[config.mk]
export PLATFORM = sky130hd
export DESIGN_NAME = fwd_scoreboard
export DESIGN_NICKNAME = d
export VERILOG_FILES = /design/src/rtl/fwd_scoreboard.sv
export SDC_FILE = /design/constraint.sdc
export NUM_CORES = 1
export LEC_CHECK = 0
export ABC_CLOCK_PERIOD_IN_PS = 8000
export BUFFER_PORTS_ARGS = -buffer_cell sky130_fd_sc_hd__buf_2
export CAP_MARGIN = 15
export CELL_PAD_IN_SITES_DETAIL_PLACEMENT = 2
export CELL_PAD_IN_SITES_GLOBAL_PLACEMENT = 2
export CORE_MARGIN = 10
export CORE_UTILIZATION = 38
export DETAILED_ROUTE_END_ITERATION = 8
export GPL_ROUTABILITY_DRIVEN = 0
export PLACE_DENSITY_LB_ADDON = 0.1
export SLEW_MARGIN = 20
export SYNTH_ARGS = -nofsm -noshare
export SYNTH_HDL_FRONTEND = slang
export SYNTH_SLANG_ARGS = --single-unit
export TNS_END_PERCENT = 50
[constraint.sdc]
create_clock -name clk -period 8 [get_ports clk]
set_clock_uncertainty 0.15 [all_clocks]
set_input_delay 0.4 -clock clk [delete_from_list [all_inputs] [get_ports clk]]
set_output_delay 0.4 -clock clk [all_outputs]
set_load 0.005 [all_outputs]
[src/rtl/fwd_scoreboard.sv]
// Operand forwarding selects plus a per-register pending table for
// long-latency writes, with stall accounting and a stall watchdog.
package riscv_pkg;
    localparam int REG_ADDR_WIDTH = 5;

    typedef enum logic [1:0] {
        FWD_NONE = 2'd0,
        FWD_MEM  = 2'd1,
        FWD_WB   = 2'd2
    } forward_src_e;
endpackage

module fwd_scoreboard
    import riscv_pkg::*;
#(
    parameter int NUM_SRC  = 2,
    parameter int MAX_PEND = 4,
    parameter int TIMEOUT  = 1024
) (
    input  logic                                    clk,
    input  logic                                    rst,
    input  logic [NUM_SRC-1:0][REG_ADDR_WIDTH-1:0]  src_addr,
    input  logic [NUM_SRC-1:0]                      src_used,
    input  logic [REG_ADDR_WIDTH-1:0]               ex_mem_rd_addr,
    input  logic                                    ex_mem_reg_write,
    input  logic [REG_ADDR_WIDTH-1:0]               mem_wb_rd_addr,
    input  logic                                    mem_wb_reg_write,
    input  logic                                    issue_valid,
    input  logic [REG_ADDR_WIDTH-1:0]               issue_rd,
    input  logic                                    cpl_valid,
    input  logic [REG_ADDR_WIDTH-1:0]               cpl_rd,
    input  logic                                    flush,
    output forward_src_e [NUM_SRC-1:0]              forward_sel,
    output logic                                    stall,
    output logic                                    issue_ready,
    output logic [31:0]                             stall_count,
    output logic                                    hazard_timeout,
    output logic                                    sb_error
);

    localparam int NUM_REGS = 1 << REG_ADDR_WIDTH;
    localparam int CW       = $clog2(MAX_PEND + 1);
    localparam int RW       = $clog2(TIMEOUT + 1);

    logic [NUM_REGS-1:0] pending_q;
    logic [NUM_REGS-1:0] pending_d;
    logic [CW-1:0]       pend_cnt_q;
    logic [CW-1:0]       pend_cnt_d;
    logic [31:0]         stall_cnt_q;
    logic [RW-1:0]       run_q;
    logic [RW-1:0]       run_d;
    logic                timeout_q;
    logic                err_q;

    logic [NUM_SRC-1:0]  port_stall;
    logic                issue_acc;
    logic                cpl_clr;
    logic                set_new;
    logic                err_set;

    always_comb begin
        for (int p = 0; p < NUM_SRC; p++) begin
            forward_sel[p] = FWD_NONE;
            if (ex_mem_reg_write && ex_mem_rd_addr != '0 &&
                ex_mem_rd_addr == src_addr[p]) begin
                forward_sel[p] = FWD_MEM;
            end else if (mem_wb_reg_write && mem_wb_rd_addr != '0 &&
                         mem_wb_rd_addr == src_addr[p]) begin
                forward_sel[p] = FWD_WB;
            end
        end
    end

    // A completion landing this cycle is already on the WB bypass.
    always_comb begin
        for (int p = 0; p < NUM_SRC; p++) begin
            port_stall[p] = src_used[p] && src_addr[p] != '0 &&
                            pending_q[src_addr[p]] &&
                            !(cpl_valid && cpl_rd == src_addr[p]);
        end
    end

    assign stall       = |port_stall;
    assign issue_ready = (pend_cnt_q != CW'(MAX_PEND));

    assign issue_acc = issue_valid && issue_ready && !flush &&
                       issue_rd != '0;
    assign cpl_clr   = cpl_valid && pending_q[cpl_rd] &&
                       !(issue_acc && issue_rd == cpl_rd);
    assign set_new   = issue_acc && !pending_q[issue_rd];
    assign err_set   = (cpl_valid && !pending_q[cpl_rd]) ||
                       (issue_valid && !issue_ready);

    always_comb begin
        pending_d = pending_q;
        if (cpl_clr) begin
            pending_d[cpl_rd] = 1'b0;
        end
        if (issue_acc) begin
            pending_d[issue_rd] = 1'b1;
        end
        pending_d[0] = 1'b0;
        pend_cnt_d = pend_cnt_q + CW'(set_new) - CW'(cpl_clr);
    end

    always_comb begin
        run_d = '0;
        if (stall) begin
            run_d = (run_q == RW'(TIMEOUT)) ? run_q : run_q + 1'b1;
        end
    end

    always_ff @(posedge clk) begin
        if (rst) begin
            pending_q   <= '0;
            pend_cnt_q  <= '0;
            stall_cnt_q <= '0;
            run_q       <= '0;
            timeout_q   <= 1'b0;
            err_q       <= 1'b0;
        end else begin
            pending_q  <= pending_d;
            pend_cnt_q <= pend_cnt_d;
            run_q      <= run_d;
            if (stall && stall_cnt_q != 32'hFFFF_FFFF) begin
                stall_cnt_q <= stall_cnt_q + 32'd1;
            end
            if (run_d == RW'(TIMEOUT)) begin
                timeout_q <= 1'b1;
            end
            if (err_set) begin
                err_q <= 1'b1;
            end
        end
    end

    assign stall_count    = stall_cnt_q;
    assign hazard_timeout = timeout_q;
    assign sb_error       = err_q;

endmodule

==> results of run 1 <==
## final timing paths
check,from,end,slack [ns],cells after the start
max,cpl_rd[0],pend_cnt_q[2],4.30,15
min reg2reg,hazard_timeout,hazard_timeout,0.33,2
max reg2reg,pending_q[11],pend_cnt_q[2],4.52,14
min,issue_valid,sb_error,0.17,3
## placed cells by master, fill, tap and decap left out, drive strengths merged, types with 2 or more instances in the layout
cell / count
nor2b: 9
and3: 8
o221ai: 2
clkbuf: 12
a22oi: 2
o22ai: 2
nor2: 51
or4: 13
a211oi: 6
mux2: 2
and2: 5
nand3: 29
nand4: 8
nor3: 16
xnor2: 19
and3b: 2
nor3b: 4
o31ai: 8
xor2: 38
o41ai: 3
or3b: 2
buf: 80
nand2: 53
mux4: 28
a21oi: 54
inv: 17
nor4: 13
nand2b: 5
mux2i: 11
o311ai: 2
or3: 13
ha: 5
a31oi: 5
o21ai: 40
nand3b: 7
dfxtp: 79
and4: 2
## registers in the layout (all words and copies together), names as in the netlist
name	flops
hazard_timeout	1
stall_count	32
sb_error	1
pending_q	31
run_q	11
pend_cnt_q	3
## cells by family (layout without fill, tap and decap cells)
logic type	count (synthesis)	in the layout	share of synthesized area [%]
muxes	41	41	14.48
adders and majority gates	6	6	1.559
and+or+nand+nor	242	242	24.99
DFF	79	79	29.86
xor gates and xnor gates	57	57	9.426
AOI/OAI and AO/OA	126	126	14.01
buffers and inverters	62	110	5.669
## tightest hold or removal path: stages
cell,delay (ns)
buf_2,0.09
a221oi_1,0.07
nor2_1,0.08
## final cells by class
cell class              instances  share of cell area [%]
multi-input cells             472                   57.13
well taps                     180                   3.768
clock inverters                 1                  0.5024
flip-flops and latches         79                   26.46
inverters                      17                   1.068
repair buffers                 80                   6.783
clock buffers                  12                   4.291
## where the power goes
part           internal [mW]  leakage (nW)  total [mW]  switching [mW]
clock network          0.254         0.141       0.423           0.169
registers              0.397         0.637       0.402         0.00435
logic                 0.0399          1.35       0.109          0.0687
total                  0.691          2.13       0.933           0.242
## layer usage
| layer | wire [um] | global-route usage, % | vias up |
|---|---|---|---|
| met4 | 463 | 7.048 | 0 |
| met5 | 0 | 0 | - |
| met1 | 8134 | 23.77 | 2546 |
| li1 | - | - | 2318 |
| met3 | 874 | 3.870 | 32 |
| met2 | 9402 | 33.68 | 141 |
==> results.toml, run 1 <==
[floorplanning]
core_area_sq_um = 13770
dieArea_sq_um = 19060
initial_core_util_pct = 38.45
rows = 43
fp.dieH_um = 138.1
boundaryPins = 79
die_x_um = 138.1

[setup_path]
crit_chain = "buf_2 > mux4_2 > a22o_1 > a211oi_1 > nand4_1 > o311ai_2 > inv_2 > ha_1 > inv_1 > ha_1 > inv_1 > fa_1 > xor2_1 > xnor2_1 > nor2_1"
cp_data_arrival_time_ns = 3.77
cp.required_ns = 8.07
crit_buf_inv = 4
crit_type = "input port to register"
slowest_delay_ns = 0.58
crit_slowest_cell = "mux4_2"
path_delay_family = "adder cells"
end_kind = "register"
critPathMaxFanout = 18
start_kind = "input port"

[grt]
grt_pass1_wl_mm = 30.77
grt_start_max_net_pins = 70
grt-ovfl-total = 0
grt_antenna_before_repair = 0
track_usage_pct = 19.64
grt_pass1_vias = 5484

[sta]
timing_hold_violations_final = 0
setup_slack_ns = 4.301
fin_crit_sh_pct = 46.24
report.final.setup_viol = 0
relSlewSlack_pct = 36.25
worstMarginPinSlew_ns = 0.9542
finalCriticalPeriod_ns = 3.699
max_freq_mhz = 270.3
hold_slack_ns = 0.1724
setup_tns_ns = 0
slew_viol_final = 0
rsz0062_at_grt = "false"

[layout]
final_util_pct = 43.40
final_area_sq_um = 5977
area_delta_synth_final_pct = 12.85
finalNonFillerCells = 841
multi_input_area_sq_um = 3415
fillCellCount = 1595
drive_gt1_share_pct = 21.63
diodes = 0
seqCellArea_sq_um = 1582
nNetsFinal = 704

[synthesis]
synth_top_area_share_pct = 29.86
synth_top_area_cell = "dfxtp_1"
ys_ff_latch = 79
syn-cell-area_sq_um = 5296
synth_cell_types = 63
synth.avg_cell_area_sq_um = 8.640
netlist_instances = 613
synth_ff_type = "dfxtp_1"
ys.warnings.count = 0
synth_commonest_cells = "79 x dfxtp_1, 54 x a21oi_1, 52 x nand2_1"
synth_nets = 658
yosysSeqAreaShare_pct = 29.86
synthTopCellsByArea = "dfxtp_1 30%, mux4_2 12%, xor2_1 6.3%"
yosysMostFrequentCell = "dfxtp_1"
synth-async-reset-ratio_pct = 0
synth-edff-count = 0

[clocking]
post-cts-setup-buffers = 0
cts-root-buf = "clkbuf_16"
holdBufCountCts = 0
cts.sinks = 79
clk_latency_ns = 0.35
cts.reportedPaths.clkPinSlew_ns = 0.07
cts_buffers = 9
ctsResizeCount = 0
cts_buffer_depth = 2
htreeDepth = 3
cts_tree = "built"

[placement]
port_buffers = 78
post-place-cells = 828
pre_cts_slack_ns = 4.051
dpl.hpwl_mm = 13.42
placement.cell_area_sq_um = 5690

[routing]
viasPerCell = 5.989
drc = 0
wl_per_cell_um = 22.44
firstDrtPassIters = 4
wl_mm = 18.87
drtIter0Drc = 234
ant_nets = 0
vias = 5037

[worst_hold_path]
hp-class = "input port to register"

[power_and_ir_drop]
total_power_mw = 0.9332
power_density_nw_per_um2 = 156.1
peakVddDrop_mv = 0.09518
leakage_nw = 2.126

[outcome]
status = "completed"

[run]
max_cap_violations = 0
Power figures use the tool's default switching activity.
==> run 2: changes to the inputs <==
--- a/config.mk
+++ b/config.mk
@@ -5,13 +5,13 @@
 export SDC_FILE = /design/constraint.sdc
 export NUM_CORES = 1
 export LEC_CHECK = 0
-export ABC_CLOCK_PERIOD_IN_PS = 8000
+export ABC_CLOCK_PERIOD_IN_PS = 3400
 export BUFFER_PORTS_ARGS = -buffer_cell sky130_fd_sc_hd__buf_2
 export CAP_MARGIN = 15
 export CELL_PAD_IN_SITES_DETAIL_PLACEMENT = 2
 export CELL_PAD_IN_SITES_GLOBAL_PLACEMENT = 2
 export CORE_MARGIN = 10
-export CORE_UTILIZATION = 38
+export CORE_UTILIZATION = 31
 export DETAILED_ROUTE_END_ITERATION = 8
 export GPL_ROUTABILITY_DRIVEN = 0
 export PLACE_DENSITY_LB_ADDON = 0.1
==> constraint.sdc (replaced) <==
create_clock -name clk -period 3.4 [get_ports clk]
set_clock_uncertainty 0.15 [all_clocks]
set_input_delay 0.17 -clock clk [delete_from_list [all_inputs] [get_ports clk]]
set_output_delay 0.17 -clock clk [all_outputs]
set_load 0.005 [all_outputs]
==> run 2 against run 1 <==
First-iteration DRC count is 7.7% lower. Non-clock buffer count increased by 14. Via count increased by 0.75%. Largest power group unchanged. Sequential cell count unchanged.
==> results.toml, run 2 (synthesis results as in run 1) <==
[power_and_ir_drop]
seqPwrFrac_pct = 41.3
clkPwrFrac_pct = 47.0
switchingPower_mw = 0.6058
pwr-share-comb_pct = 11.7
peakVddDrop_mv = 0.2367
power_density_nw_per_um2 = 370.9
p_sw_share_pct = 26.49
internal-power_mw = 1.681
leakage_nw = 2.205

[layout]
seqCellArea_sq_um = 1582
fillCellCount = 1906
nNetsFinal = 718
most-common-layout-cells = "79 x dfxtp_1, 78 x buf_2, 54 x a21oi_1"
area_delta_synth_final_pct = 16.44
drive_gt1_share_pct = 23.45
final_common_cell = "dfxtp_1"
multi_input_area_sq_um = 3420
final_area_sq_um = 6167
largest_register_ffs = 32
finalNonFillerCells = 898
diodes = 0
final_util_pct = 37.06

[setup_path]
slowest_delay_ns = 0.50
r2r-start = "pending_q[11]"
path_delay_family = "adder cells"
critPathMaxFanout = 5
rr_worst_depth = 14
r2r-end = "pend_cnt_q[2]"
cp_data_arrival_time_ns = 3.28
cp.required_ns = 3.46
reg2reg_slack_ns = 0.19
start_kind = "register"
crit_slowest_cell = "mux4_2"
crit_chain = "mux4_2 > a22o_1 > a211oi_2 > nand4_1 > o311ai_2 > inv_2 > ha_1 > inv_1 > ha_1 > inv_1 > fa_1 > xor2_1 > xnor2_1 > nor2_1"
end_kind = "register"
crit_buf_inv = 3
crit_type = "register to register"

[sta]
timing_hold_violations_final = 0
setup_tns_ns = 0
rsz0062_at_grt = "false"
slew_viol_final = 0
relSlewSlack_pct = 23.07
finalCriticalPeriod_ns = 3.211
report.final.setup_viol = 0
fin_crit_sh_pct = 94.44
worstMarginPinSlew_ns = 1.152
max_freq_mhz = 311.4
hold_slack_ns = 0.02281

[routing]
drtIter0Drc = 216
firstDrtPassIters = 5
ant_nets = 0
wl_per_cell_um = 22.23
drc = 0
wl_mm = 19.96
viasPerCell = 5.651
vias = 5075

[floorplanning]
dieArea_sq_um = 22710
core_area_sq_um = 16640
initial_core_util_pct = 31.82
boundaryPins = 79
rows = 47
fp.dieH_um = 150.7
die_x_um = 150.7

[clocking]
cts_buffer_depth = 2
cts.reportedPaths.clkPinSlew_ns = 0.07
post-cts-setup-buffers = 0
clk_latency_ns = 0.36
cts_buffers = 9
cts.sinks = 79
htreeDepth = 3
cts_tree = "built"
cts-root-buf = "clkbuf_16"

[grt]
grt_pass1_wl_mm = 31.64
grt_pass1_vias = 5670
grt-ovfl-total = 0
grt_start_max_net_pins = 57
track_usage_pct = 17.74
grt_antenna_before_repair = 0

[placement]
placement.cell_area_sq_um = 5838
port_buffers = 78
dpl.hpwl_mm = 14.72
post-place-cells = 881

[worst_hold_path]
hp-class = "input port to register"
hold_depth = 2
holdPathEnd = "stall_count[3]"
hold_start = "rst"

[outcome]
status = "completed"

[run]
max_cap_violations = 0
run 2: metrics by stage:
stage               setup slack [ns]  power [mW]
finish                        0.1890       2.287
global route               0.0002465       2.378
CTS                          0.09323       2.317
detailed placement           0.05722       1.234
global placement              0.1080       1.223
floorplan                     0.2418       1.137
run 2: final cells by class:
class	instances	share of cell area, %
multi-input cells	472	55.45
flip-flops and latches	79	25.64
repair buffers	94	8.318
well taps	220	4.463
clock buffers	11	3.774
clock inverters	5	1.319
inverters	17	1.035
run 2: what timing repair did:
action,in CTS,in global routing
gates resized for setup,0,1
hold buffers,1,0
hold endpoints to repair,1,0
setup endpoints to repair,0,1
run 2: worst max path at each step:
stage	start	to	slack, ns	depth (start not counted)
after floorplan	cpl_rd[1]	pend_cnt_q[2]	0.24	16
after global placement	cpl_rd[0]	pend_cnt_q[2]	0.11	15
after detailed placement	cpl_rd[0]	pend_cnt_q[2]	0.06	15
after CTS	pending_q[11]	pend_cnt_q[2]	0.09	14
after global routing	pending_q[11]	pend_cnt_q[2]	0.0002	14
final	pending_q[11]	pend_cnt_q[2]	0.19	14
run 2: worst reg2reg max path, stage by stage, from the launching register on:
cell and delay, ns:
dfxtp_1 0.35, mux4_2 0.50, a22o_1 0.27, a211oi_2 0.18, nand4_1 0.17, o311ai_2 0.13, inv_2 0.07, ha_1 0.30
inv_1 0.06, ha_1 0.13, inv_1 0.05, fa_1 0.37, xor2_1 0.17, xnor2_1 0.14, nor2_1 0.05
run 2: power groups by stage:
| stage | combinational (mW) | sequential (mW) | clock [mW] |
|---|---|---|---|
| after detailed placement | 0.268 | 0.965 | 0 |
| after global routing | 0.293 | 0.945 | 1.14 |
| final | 0.268 | 0.944 | 1.08 |
| after CTS | 0.271 | 0.944 | 1.10 |
| after floorplan | 0.175 | 0.962 | 0 |
| after global placement | 0.259 | 0.964 | 0 |
run 2: per-layer routing:
metal	share of wire, %	vias to the layer above	global-route usage (%)
li1	-	2345	-
met4	2.6	0	7.748
met1	43	2593	20.83
met3	4.1	31	3.391
met5	0	-	0
met2	51	106	30.78
==> run 3: changes to the inputs <==
--- a/config.mk
+++ b/config.mk
@@ -10,6 +10,7 @@
 export CAP_MARGIN = 15
 export CELL_PAD_IN_SITES_DETAIL_PLACEMENT = 2
 export CELL_PAD_IN_SITES_GLOBAL_PLACEMENT = 2
+export CORE_ASPECT_RATIO = 0.8
 export CORE_MARGIN = 10
 export CORE_UTILIZATION = 31
 export DETAILED_ROUTE_END_ITERATION = 8
==> run 3 against run 2 <==
Maximum frequency is 0.11% lower. Non-clock buffer count is 3 higher. Power is 6.6% lower. Combinational power hardly changed. Largest power group is now sequential cells. Worst setup slack worse by 0.0036 ns.
==> results.toml, run 3 (synthesis results as in run 1) <==
[grt]
grt-ovfl-total = 0
grt_pass1_vias = 5425
grt_antenna_before_repair = 1
track_usage_pct = 17.37
grt_start_max_net_pins = 66
grt_pass1_wl_mm = 31.72

[layout]
area_delta_synth_final_pct = 16.42
largest_register_ffs = 32
most-common-layout-cells = "79 x dfxtp_1, 78 x buf_2, 54 x a21oi_1"
nNetsFinal = 721
fillCellCount = 1838
final_common_cell = "dfxtp_1"
drive_gt1_share_pct = 23.97
finalNonFillerCells = 901

[run]
max_cap_violations = 0

[power_and_ir_drop]
power_density_nw_per_um2 = 346.3
peakVddDrop_mv = 0.2381
leakage_nw = 2.207

[sta]
slew_viol_final = 0
fin_crit_sh_pct = 94.55
report.final.setup_viol = 0
finalCriticalPeriod_ns = 3.215
relSlewSlack_pct = 43.51
timing_hold_violations_final = 0
max_freq_mhz = 311.1
rsz0062_at_grt = "false"
setup_tns_ns = 0
worstMarginPinSlew_ns = 0.8456

[clocking]
cts_tree = "built"
clk_latency_ns = 0.34
cts.reportedPaths.clkPinSlew_ns = 0.06
cts_buffers = 9
htreeDepth = 3
cts_buffer_depth = 2
cts-root-buf = "clkbuf_16"
cts.sinks = 79

[placement]
port_buffers = 78
dpl.hpwl_mm = 14.90
post-place-cells = 883

[routing]
viasPerCell = 5.617
wl_mm = 20.03
drc = 0
vias = 5061
firstDrtPassIters = 5
met2_length_mm = 9.296
ant_nets = 0
drt-met1-wl_mm = 9.660
wl_met3_um = 902
drtIter0Drc = 297
wl_per_cell_um = 22.23
highest_layer = "met4"

[floorplanning]
core_area_sq_um = 16660
boundaryPins = 79
die_x_um = 166.1
rows = 42
initial_core_util_pct = 31.79
dieArea_sq_um = 22750
fp.dieH_um = 136.9

[worst_hold_path]
hp-class = "input port to register"

[setup_path]
crit_buf_inv = 3
crit_slowest_cell = "mux4_2"
cp.required_ns = 3.44
end_kind = "register"
crit_type = "register to register"
critPathMaxFanout = 5
crit_chain = "mux4_2 > a22o_1 > a211oi_2 > nand4_1 > o311ai_2 > inv_2 > ha_1 > inv_1 > ha_1 > inv_1 > fa_2 > xor2_2 > xnor2_1 > nor2_1"
path_delay_family = "adder cells"
start_kind = "register"
slowest_delay_ns = 0.49
cp_data_arrival_time_ns = 3.26

[outcome]
status = "completed"
run 3: repair_timing:
| item | in CTS | in global routing |
|---|---|---|
| setup buffers | 0 | 0 |
| endpoints found under the setup margin | 0 | 1 |
| gates resized for setup | 0 | 3 |
| hold buffers | 2 | 0 |
| hold endpoints to repair | 2 | 0 |
run 3: final timing paths:
kind / from / endpoint / slack [ns] / cells after the start
worst max register to register: pending_q[11] / pend_cnt_q[2] / 0.19 / 14
worst min-delay path: cpl_valid / sb_error / 0.03 / 3
worst min register to register: sb_error / sb_error / 0.33 / 2
worst max-delay path: pending_q[11] / pend_cnt_q[2] / 0.19 / 14
run 3: worst reg2reg max path, cell delays in order, from the launching register on:
cell and delay [ns]:
dfxtp_1 0.35, mux4_2 0.49, a22o_1 0.26, a211oi_2 0.17, nand4_1 0.18, o311ai_2 0.14
inv_2 0.07, ha_1 0.30, inv_1 0.06, ha_1 0.13, inv_1 0.05, fa_2 0.36
xor2_2 0.17, xnor2_1 0.13, nor2_1 0.06
run 3: cell type report:
cell class	instances	area (sq um)	share of cell area (%)
Clock inverter	3	18.77	0.3044
Tap cell	220	275.3	4.464
Sequential cell	79	1582	25.65
Inverter	17	63.81	1.035
Clock buffer	12	256.5	4.160
Antenna cell	1	2.502	0.04058
Timing Repair Buffer	97	538.0	8.726
Multi-Input combinational cell	472	3430	55.62
run 3: metal layers:
metal	GRT usage (%)	vias up
met5	0	-
met4	3.438	0
met3	3.869	12
met2	28.00	125
met1	23.42	2569
li1	-	2355
run 3: report_power, final:
part           internal (mW)  leakage, nW  switching [mW]
Clock                  0.530        0.138           0.390
Combinational          0.103         1.43           0.166
Sequential             0.935        0.637          0.0113
Total                   1.57         2.21           0.568
run 3: through the flow:
| step | hold slack (ns) | instance area [sq um] | setup slack [ns] | util, % | power, mW |
|---|---|---|---|---|---|
| after floorplan | 0.1755 | 5296 | 0.2418 | - | 1.137 |
| after CTS | 0.02838 | 6148 | 0.05333 | 36.91 | 2.180 |
| final | 0.03465 | 6166 | 0.1854 | 37.01 | 2.135 |
| after global routing | 0.07716 | 6163 | 0.02268 | 37.00 | 2.233 |
| after global placement | 0.2442 | 5853 | 0.1228 | 35.14 | 1.223 |
| after detailed placement | 0.2841 | 5853 | 0.04313 | 35.14 | 1.233 |
